--- src/rtl/byte_demux_pkg.sv ---
// Shared types and helpers for the byte-masked address-window demultiplexer.
package byte_demux_pkg;

  // Index width sized for the largest supported fan-out (8 memories).
  localparam int IDX_W = 3;

  // Widest address the window comparator handles; narrower addresses are zero-extended.
  localparam int ADDR_MAX_W = 64;

  // Routing tag carried alongside each accepted request until its response slot.
  typedef struct packed {
    logic             valid;
    logic             is_read;
    logic             err;
    logic [IDX_W-1:0] idx;
  } route_tag_t;

  // Inclusive window membership test: base <= addr <= limit.
  function automatic logic window_hit(
    input logic [ADDR_MAX_W-1:0] addr,
    input logic [ADDR_MAX_W-1:0] base,
    input logic [ADDR_MAX_W-1:0] limit
  );
    return (addr >= base) && (addr <= limit);
  endfunction

endpackage

--- src/rtl/byte_route_pipe.sv ---
// Fixed-depth routing-tag shift pipeline. It advances every cycle, independent
// of downstream stalls, so the retiring tag lines up with memory read data.
module byte_route_pipe
  import byte_demux_pkg::*;
#(
  parameter int STAGES = 1
) (
  input  logic       clk_i,
  input  logic       rst_i,
  input  route_tag_t issue_tag,
  output route_tag_t retire_tag
);

  logic [STAGES-1:0] vld_p;
  logic [STAGES-1:0] rd_p;
  logic [STAGES-1:0] err_p;
  logic [IDX_W-1:0]  idx_p [STAGES];

  // Stage valids: flushed by reset so outstanding requests never retire
  always_ff @(posedge clk_i) begin
    if (rst_i) begin
      vld_p <= '0;
    end else begin
      vld_p[0] <= issue_tag.valid;
      for (int k = 1; k < STAGES; k++) begin
        vld_p[k] <= vld_p[k-1];
      end
    end
  end

  // Stage payloads: only meaningful while the matching valid is set
  always_ff @(posedge clk_i) begin
    rd_p[0]  <= issue_tag.is_read;
    err_p[0] <= issue_tag.err;
    idx_p[0] <= issue_tag.idx;
    for (int k = 1; k < STAGES; k++) begin
      rd_p[k]  <= rd_p[k-1];
      err_p[k] <= err_p[k-1];
      idx_p[k] <= idx_p[k-1];
    end
  end

  // Last stage presented as a tag
  always_comb begin
    retire_tag         = '0;
    retire_tag.valid   = vld_p[STAGES-1];
    retire_tag.is_read = rd_p[STAGES-1];
    retire_tag.err     = err_p[STAGES-1];
    retire_tag.idx     = idx_p[STAGES-1];
  end

endmodule

--- src/rtl/byte_demux_window.sv ---
// Address-window demultiplexer: routes one byte-masked memory port to MEMS
// downstream memories, returns read data after a fixed latency and reports
// decode errors with a saturating counter.
module byte_demux_window
  import byte_demux_pkg::*;
#(
  parameter int                        MEMS         = 2,
  parameter int                        DATA_BYTE    = 4,
  parameter int                        ADDR_SIZE    = 32,
  parameter logic [ADDR_SIZE*MEMS-1:0] BASE_ADDR    = {32'h8000_0000, 32'h1000_0000},
  parameter logic [ADDR_SIZE*MEMS-1:0] LIMIT_ADDR   = {32'h8000_FFFF, 32'h1000_0FFF},
  parameter int                        READ_LATENCY = 1,
  parameter bit                        STRIP_BASE   = 1'b0,
  parameter int                        ERR_CNT_W    = 8
) (
  input  logic                          clk_i,
  input  logic                          rst_i,
  input  logic                          useEnable_i,
  input  logic                          useIsWrite_i,
  input  logic [DATA_BYTE-1:0]          useWriteMask_i,
  input  logic [ADDR_SIZE-1:0]          useAddr_i,
  input  logic [DATA_BYTE*8-1:0]        useWriteData_i,
  output logic [DATA_BYTE*8-1:0]        useReadData_o,
  output logic                          useReadValid_o,
  output logic                          useError_o,
  output logic                          useHold_o,
  output logic [ERR_CNT_W-1:0]          errCount_o,
  output logic [MEMS-1:0]               memEnable_o,
  output logic [MEMS-1:0]               memIsWrite_o,
  output logic [MEMS*DATA_BYTE-1:0]     memWriteMask_o,
  output logic [MEMS*ADDR_SIZE-1:0]     memAddr_o,
  output logic [MEMS*DATA_BYTE*8-1:0]   memWriteData_o,
  input  logic [MEMS*DATA_BYTE*8-1:0]   memReadData_i,
  input  logic [MEMS-1:0]               memHold_i
);

  localparam int DATA_W = DATA_BYTE * 8;

  logic [MEMS-1:0]      hit_vec;
  logic                 any_hit;
  logic [IDX_W-1:0]     sel;
  logic                 sel_hold;
  logic [ADDR_SIZE-1:0] sel_base;
  logic [ADDR_SIZE-1:0] sel_addr;
  logic                 accept;
  route_tag_t           issue_tag;
  route_tag_t           retire_tag;
  logic [DATA_W-1:0]    ret_data;
  logic [ERR_CNT_W-1:0] err_cnt;

  // Counter increment that sticks at all-ones instead of wrapping
  function automatic logic [ERR_CNT_W-1:0] sat_inc(input logic [ERR_CNT_W-1:0] v);
    return (&v) ? v : v + ERR_CNT_W'(1);
  endfunction

  // Per-window hit flags
  always_comb begin
    hit_vec = '0;
    for (int i = 0; i < MEMS; i++) begin
      hit_vec[i] = window_hit(ADDR_MAX_W'(useAddr_i),
                              ADDR_MAX_W'(BASE_ADDR[ADDR_SIZE*i +: ADDR_SIZE]),
                              ADDR_MAX_W'(LIMIT_ADDR[ADDR_SIZE*i +: ADDR_SIZE]));
    end
  end

  // Priority select: scanning downward leaves the lowest hitting index
  always_comb begin
    sel      = '0;
    sel_hold = 1'b0;
    sel_base = '0;
    for (int i = MEMS - 1; i >= 0; i--) begin
      if (hit_vec[i]) begin
        sel      = IDX_W'(i);
        sel_hold = memHold_i[i];
        sel_base = BASE_ADDR[ADDR_SIZE*i +: ADDR_SIZE];
      end
    end
  end

  assign any_hit   = |hit_vec;
  // A hit guarantees addr >= base, so the subtraction cannot underflow
  assign sel_addr  = STRIP_BASE ? (useAddr_i - sel_base) : useAddr_i;
  assign useHold_o = useEnable_i & any_hit & sel_hold;
  assign accept    = useEnable_i & ~useHold_o;

  // Request fan-out: only the selected memory sees the request fields
  always_comb begin
    memEnable_o    = '0;
    memIsWrite_o   = '0;
    memWriteMask_o = '0;
    memAddr_o      = '0;
    memWriteData_o = '0;
    for (int i = 0; i < MEMS; i++) begin
      if (any_hit && (sel == IDX_W'(i))) begin
        memEnable_o[i]                            = useEnable_i;
        memIsWrite_o[i]                           = useIsWrite_i;
        memWriteMask_o[DATA_BYTE*i +: DATA_BYTE]  = useWriteMask_i;
        memAddr_o[ADDR_SIZE*i +: ADDR_SIZE]       = sel_addr;
        memWriteData_o[DATA_W*i +: DATA_W]        = useWriteData_i;
      end
    end
  end

  // Tag for this cycle; a non-accepted cycle issues an empty tag
  always_comb begin
    issue_tag         = '0;
    issue_tag.valid   = accept;
    issue_tag.is_read = ~useIsWrite_i;
    issue_tag.err     = ~any_hit;
    issue_tag.idx     = sel;
  end

  byte_route_pipe #(
    .STAGES (READ_LATENCY)
  ) u_route_pipe (
    .clk_i      (clk_i),
    .rst_i      (rst_i),
    .issue_tag  (issue_tag),
    .retire_tag (retire_tag)
  );

  // Response fan-in: pick read data of the memory the retiring tag points at
  always_comb begin
    ret_data = '0;
    for (int i = 0; i < MEMS; i++) begin
      if (retire_tag.idx == IDX_W'(i)) begin
        ret_data = memReadData_i[DATA_W*i +: DATA_W];
      end
    end
  end

  // Response strobes; errored responses carry zero data
  always_comb begin
    useReadValid_o = retire_tag.valid & retire_tag.is_read;
    useError_o     = retire_tag.valid & retire_tag.err;
    useReadData_o  = '0;
    if (retire_tag.valid && retire_tag.is_read && !retire_tag.err) begin
      useReadData_o = ret_data;
    end
  end

  // Decode-error counter, counted at acceptance
  always_ff @(posedge clk_i) begin
    if (rst_i) begin
      err_cnt <= '0;
    end else if (accept && !any_hit) begin
      err_cnt <= sat_inc(err_cnt);
    end
  end

  assign errCount_o = err_cnt;

endmodule
--- config.mk ---
export PLATFORM = sky130hd
export DESIGN_NAME = byte_demux_window
export DESIGN_NICKNAME = d
export VERILOG_FILES = /design/src/rtl/byte_demux_pkg.sv /design/src/rtl/byte_route_pipe.sv /design/src/rtl/byte_demux_window.sv
export SDC_FILE = /design/constraint.sdc
export NUM_CORES = 1
export LEC_CHECK = 0
export CAP_MARGIN = 10
export CELL_PAD_IN_SITES_DETAIL_PLACEMENT = 1
export CELL_PAD_IN_SITES_GLOBAL_PLACEMENT = 2
export CORE_UTILIZATION = 10
export DETAILED_ROUTE_END_ITERATION = 8
export HOLD_SLACK_MARGIN = 0.1
export MAX_ROUTING_LAYER = met4
export PLACE_DENSITY_LB_ADDON = 0.08
export SETUP_SLACK_MARGIN = 0.1
export SLEW_MARGIN = 40
export SYNTH_ARGS = -nofsm -noshare
export SYNTH_HDL_FRONTEND = slang
export SYNTH_SLANG_ARGS = --single-unit
--- constraint.sdc ---
create_clock -name clk_i -period 1.9 [get_ports clk_i]
set_clock_uncertainty 0.1 [all_clocks]
set_input_delay 0.38 -clock clk_i [delete_from_list [all_inputs] [get_ports clk_i]]
set_output_delay 0.38 -clock clk_i [all_outputs]
set_load 0.02 [all_outputs]
Word-level counts from Yosys, hierarchy flattened
Memories as Yosys holds them, arrays and structs flattened.
Index checks and enable logic that the tools add are counted.

word-level totals
  input port bits = 138
  memories = 1
  RAM bits = 3
  output and inout bits = 183
  flip-flop bits (word level) = 11

memories
  memory              words  width  read ports  clocked after memory_dff  write ports  line                   source
  u_route_pipe.idx_p  1      3      1           0                         1            byte_route_pipe.sv:17  logic [IDX_W-1:0] idx_p [STAGES];

cells by class
  equality and inequality tests = 2
  bitwise operators = 9
  magnitude comparators = 4
  reductions and logical operators = 14
  $add $sub $neg = 1
  mux-type cells = 17

operators with widths
  operator                                                             count
  two-way mux 32 bit                                                   7
  greater-or-equal comparator 32 x 29 -> 1 bit, second input constant  1
  greater-or-equal comparator 32 bit, second input constant            1
  less-or-equal comparator 32 x 29 -> 1 bit, second input constant     1
  less-or-equal comparator 32 bit, second input constant               1
  adder 8 x 1 -> 8 bit, second input constant                          1
  two-way mux 4 bit                                                    2
  AND reduction 8 bit                                                  1
  logical AND 1 bit                                                    7
  two-way mux 1 bit                                                    7
  equality test 3 x 1 -> 1 bit, second input constant                  2
  logical NOT 3 bit                                                    2
  AND 1 bit                                                            5
  NOT 1 bit                                                            4
  two-way mux 3 bit                                                    1
  logical NOT 1 bit                                                    2
  AND reduction 2 bit                                                  1
  OR reduction 2 bit                                                   1

Depth between registers and ports, before layout
  depth after elaboration = 9
  mapped depth = 6
  mapped depth without buffers = 5

Cells and area by module
Synthesis repeated with hierarchy kept, for this count alone.

unflattened totals
  cells, all modules = 321
  area total of the unflattened synthesis = 2168.3 µm²

modules (own cells, without submodules)
  module             instances  cells each  sequential area each (µm²)  area each (µm²)
  byte_demux_window  1          311         160.2                       2011.9
  byte_route_pipe    1          10          120.1                       156.4

Worst setup path after synthesis
Ideal clock, no wire load.

  kind = input to output
  start point = input port useAddr_i[21]
  end point = output port memAddr_o[0]
  path slack = -0.166 ns
  stages on the path = 6
  path buffers = 2
  data required time = 1.420 ns
  arrival = 1.586 ns
  cell sequence = nor4_2 nand4_2 and3b_1 buf_2 buf_4 and2_1

on the way
  word-level cells in the longest chain between the ends = 7
  elaborated cells between the ends (all ways) = 12
  those cells by class = order compare: 4; mux: 3; reduce/logical: 5

ends and longest elaborated chain
  what                                                                                   line                     source
  start, declared                                                                        byte_demux_window.sv:21  input logic [ADDR_SIZE-1:0] useAddr_i,
  greater-or-equal comparator 32 bit or less-or-equal comparator 32 bit (tied branches)  byte_demux_pkg.sv:24     return (addr >= base) && (addr <= limit);
  logical AND 1 bit                                                                      byte_demux_pkg.sv:24
  two-way mux 1 bit                                                                      byte_demux_window.sv:72  if (hit_vec[i]) begin
  two-way mux 3 bit                                                                      byte_demux_window.sv:72
  logical NOT 3 bit                                                                      byte_demux_window.sv:94  if (any_hit && (sel == IDX_W'(i))) begin
  logical AND 1 bit (*)                                                                  byte_demux_window.sv:94
  two-way mux 32 bit (*)                                                                 byte_demux_window.sv:94
  end, declared                                                                          byte_demux_window.sv:31  output logic [MEMS*ADDR_SIZE-1:0] memAddr_o,

Mark *: on every way between the ends. The rest lies on a longest branch, timed or not.

Final worst setup path
  start point = input port useAddr_i[23]
  end point = output port memIsWrite_o[0]

on the way
  word-level cells in the longest chain between the ends = 7
  elaborated cells between the ends (all ways) = 12
  those cells by class = order compare: 4; mux: 3; reduce/logical: 5

ends and longest elaborated chain
  what                                                                                   line                     source
  greater-or-equal comparator 32 bit or less-or-equal comparator 32 bit (tied branches)  byte_demux_pkg.sv:24
  logical AND 1 bit                                                                      byte_demux_pkg.sv:24
  two-way mux 1 bit                                                                      byte_demux_window.sv:72
  two-way mux 3 bit                                                                      byte_demux_window.sv:72
  logical NOT 3 bit                                                                      byte_demux_window.sv:94
  logical AND 1 bit (*)                                                                  byte_demux_window.sv:94
  two-way mux 1 bit (*)                                                                  byte_demux_window.sv:94
  end, declared                                                                          byte_demux_window.sv:29  output logic [MEMS-1:0] memIsWrite_o,

Marks and branches as above.

==> reports/results.txt <==
STA classifies the critical path endpoint as an output pin. For this run, asynchronously set or reset flops after synthesis account for 0%. For the clock sink total, the log shows 12. Summed over its instances, the top area cell type makes up 32.2% of the synthesized netlist area.

The final layout contains 745 nets. The cell count after synthesis came out at 289. The flow ran to the end, but the final reports show violations. The global-route wire length before repair came out at 20100 um. The prevailing post-synth register cell is dfxtp_1. The number of levels the H-tree was split into is 1, and the leakage power of the design is 0.00280 uW. In this run, placement finished with an instance count of 844. A synthesized cell averages 7.13 um^2. The achievable frequency is 421 MHz, and the number of storage elements in the synthesis netlist is 12. The count of final setup violators was 107. The clock root buffer is clkbuf_16. Across the run, the number of max-cap violations was 0.

The longest clock path from root to sink contains 2 buffers. Minimum clock period: 2.37 ns. TritonCTS built the clock tree. The Yosys step of the flow raised 0 warnings. Summing every instance area after synthesis gives 2060 um^2. The cell type with the highest aggregate area in the netlist was and2_1.

In this design, the stage delay of the slowest critical-path cell is 0.38 ns. The standard-cell row count was 52. In this run the standard cell core region covers 20200 um^2. The die covers 21200 um^2. Grouping stages by cell kind, the critical path spends the most delay in simple AND/OR/NAND/NOR gates.

The number of buffers and inverters on the critical path is 5. The final count of hold timing violations is 0, and the total global-route track usage is 12.7%. The number of antenna violations at the first check in global routing is 0, and the DRC violations left is 0. Detailed placement ended at an HPWL of 10600 um. After global routing the overflow that remains totals 0.

For this block, the routed nets add up to 14000 um of wire. The die width came out at 146 um. The number of distinct standard cells referenced by the synthesized netlist was 36.

The worst setup path is launched from an input pin. Setup repair after global routing could not meet its margin everywhere. The average detailed-routed wire length per instance works out to 16.0 um. The worst setup path is of the in -> out kind.

The number of search-and-repair iterations in the first detailed-routing pass was 4. The checks that failed: negative setup slack. The beginning of the worst register-to-register path is errCount_o[3].

Pin placement for this block handled 321 I/O pins. The tools report the number of antenna repair diodes as 0. Walking the worst path, the cells encountered are buf_6 -> nor4_4 -> nand4_2 -> and3b_2 -> buf_6 -> buf_8 -> buf_6 -> and2_4 -> buf_6.

The type of the worst min-delay path was reg -> reg. Clock-pin slew was measured on the worst setup and hold paths at 0.04 ns. The tools report the number of global-route vias before repair as 3267.

Most repeated library cell on the critical path: buf_6. The run gives 0 as the max-slew violation total from the final report. Ranked by total cell area, the synthesized netlist is headed by and2_1, mux2i_1, buf_4. Buffers placed on the I/O ports in this run total 286. The run gives 0.417 ns as the worst hold slack. Cell type of the slowest stage on the worst timing path: and3b_2. In the finished design, the share of the clock period the worst path needs comes to 125%.

VDD sags by at most 0.000219 V. Buffers inserted during clock tree synthesis total 3. Compared with the post-synthesis result, the final layout area differs by 202%. The largest driver fanout on the critical path was 5.

For the routability congestion estimate from global placement, the log shows 0.755. Sorting the synthesized cells by how often they occur yields and2_1, nor2_1, buf_4, mux2i_1, dfxtp_1. The arrival time of data at the critical path endpoint is 1.89 ns, and the power density normalized to cell area is 181 nW/um^2. The ratio of cells with drive above 1 in the final layout was 59.1%. The run gives 1.42 ns as the data required time of the critical path.

Leaving out filler cells and counting taps, the final layout contains 874. Sequential elements use 11.7% of the synthesized area. In this run the most critical hold path is launched from errCount_o[5]. Entering global routing, the biggest net connects 35 pins. The final setup slack of the worst path was -0.473 ns.

The initial detailed-routing violation count is 21. The height of the chip was 146 um. In this run, synthesis inferred 0 flip-flops with an integrated enable. The tools report the launch point of the critical path as useAddr_i[23]. Using the TritonRoute via totals, the vias-per-cell ratio works out to 3.57. The logs give 10.2% for the effective utilization at floorplan and 3123 for the detailed-route via count.

The run gives 0 as the count of antenna-violating nets left after detailed routing. At the later pin of the worst-skew pair, clock insertion delay measures 0.24 ns. The tools report the number of hold-repair buffers added at the cts stage as 0. The summed negative setup slack over all endpoints came out at -42.33 ns. Leading cell type by number of instances after synthesis: and2_1. The flop-to-flop setup slack is 0.14 ns.

The run gives 30.7% as the utilization of the core after routing.
==> metal layers <==
metal  vias up  GRT usage (%)  part of all wire, %
met5         -              -                    0
met4         0          0.789                 0.43
met3         7           2.60                  5.8
met2       157           24.8                   57
met1      1459           13.4                   37
li1       1500              -                    -
==> worst register-to-register path: stages (launching register included) <==
cell and delay [ns]:
dfxtp_2 0.35, nand4_1 0.27, o221ai_4 0.20, buf_12 0.18
or4_4 0.48, a21oi_2 0.13
==> logic make-up after synthesis <==
family	Yosys count	share of synthesized area (%)
AND/OR/NAND/NOR	170	48.5
buffers and inverters	57	17.9
multiplexers	33	16.0
AO/OA/AOI/OAI	14	4.68
flip-flops	12	11.7
adder cells (fa/ha/maj)	1	0.607
other	1	0.182
XOR/XNOR	1	0.425
==> per-stage QoR <==
stage | cell area [um^2] | setup slack (ns) | power (uW)
finish | 6210 | -0.473 | 1120
global route | 6210 | -0.540 | 1180
CTS | 5800 | -0.474 | 1130
detailed placement | 5550 | -1.32 | 730
global placement | 5550 | -1.21 | 723
floorplan | 2560 | -0.0652 | 439
==> placed cells by master, fill, tap and decap left out, types with 2 or more instances in the layout <==
master           instances
buf_6                  117
buf_2                   23
inv_1                    2
dfxtp_1                  9
nor4_4                   4
buf_12                   9
and2_4                 104
buf_16                   4
nor2_1                  28
clkdlybuf4s50_1        119
mux2i_1                 27
conb_1                  34
buf_4                   38
mux2i_4                  3
clkbuf_2                 7
nand2_1                  2
mux2i_2                  3
dlygate4sd2_1            8
buf_8                    4
a21oi_2                  3
clkbuf_16                6
dlymetal6s2s_1           2
or4_4                    3
nor2b_4                  2
dfxtp_2                  2
o31ai_1                  2
nor2_2                   7
nand3_1                  3
==> sequential cells by signal, summed over array words and instances, names as in the netlist <==
register	flops
u_route_pipe.idx_p	1
u_route_pipe.err_p	1
errCount_o	8
u_route_pipe.rd_p	1
u_route_pipe.vld_p	1
==> cell type report <==
class,instances,area (um^2)
clock buffers,3,75.1
flip-flops and latches,12,246
inverters,2,7.51
repair buffers,334,3460
multi-input cells,253,2080
fillers,2343,14000
well taps,270,338
==> power by group <==
| part | switching (uW) | internal, uW | total, uW |
|---|---|---|---|
| Combinational | 185 | 292 | 477 |
| Sequential | 9.04 | 258 | 267 |
| Clock | 105 | 274 | 379 |
| Total | 299 | 824 | 1120 |
==> what timing repair did <==
item	CTS	global route
endpoints found under the setup margin	154	139
pin swaps	13	37
gates resized for setup	823	121
gates cloned	6	3
setup buffers	19	2
==> worst paths after layout <==
kind,endpoint,depth (start not counted)
setup / recovery,memIsWrite_o[0],9
hold / removal,errCount_o[5],2
setup reg to reg,errCount_o[6],5
hold reg to reg,errCount_o[5],2
Power figures use the tool's default switching activity.
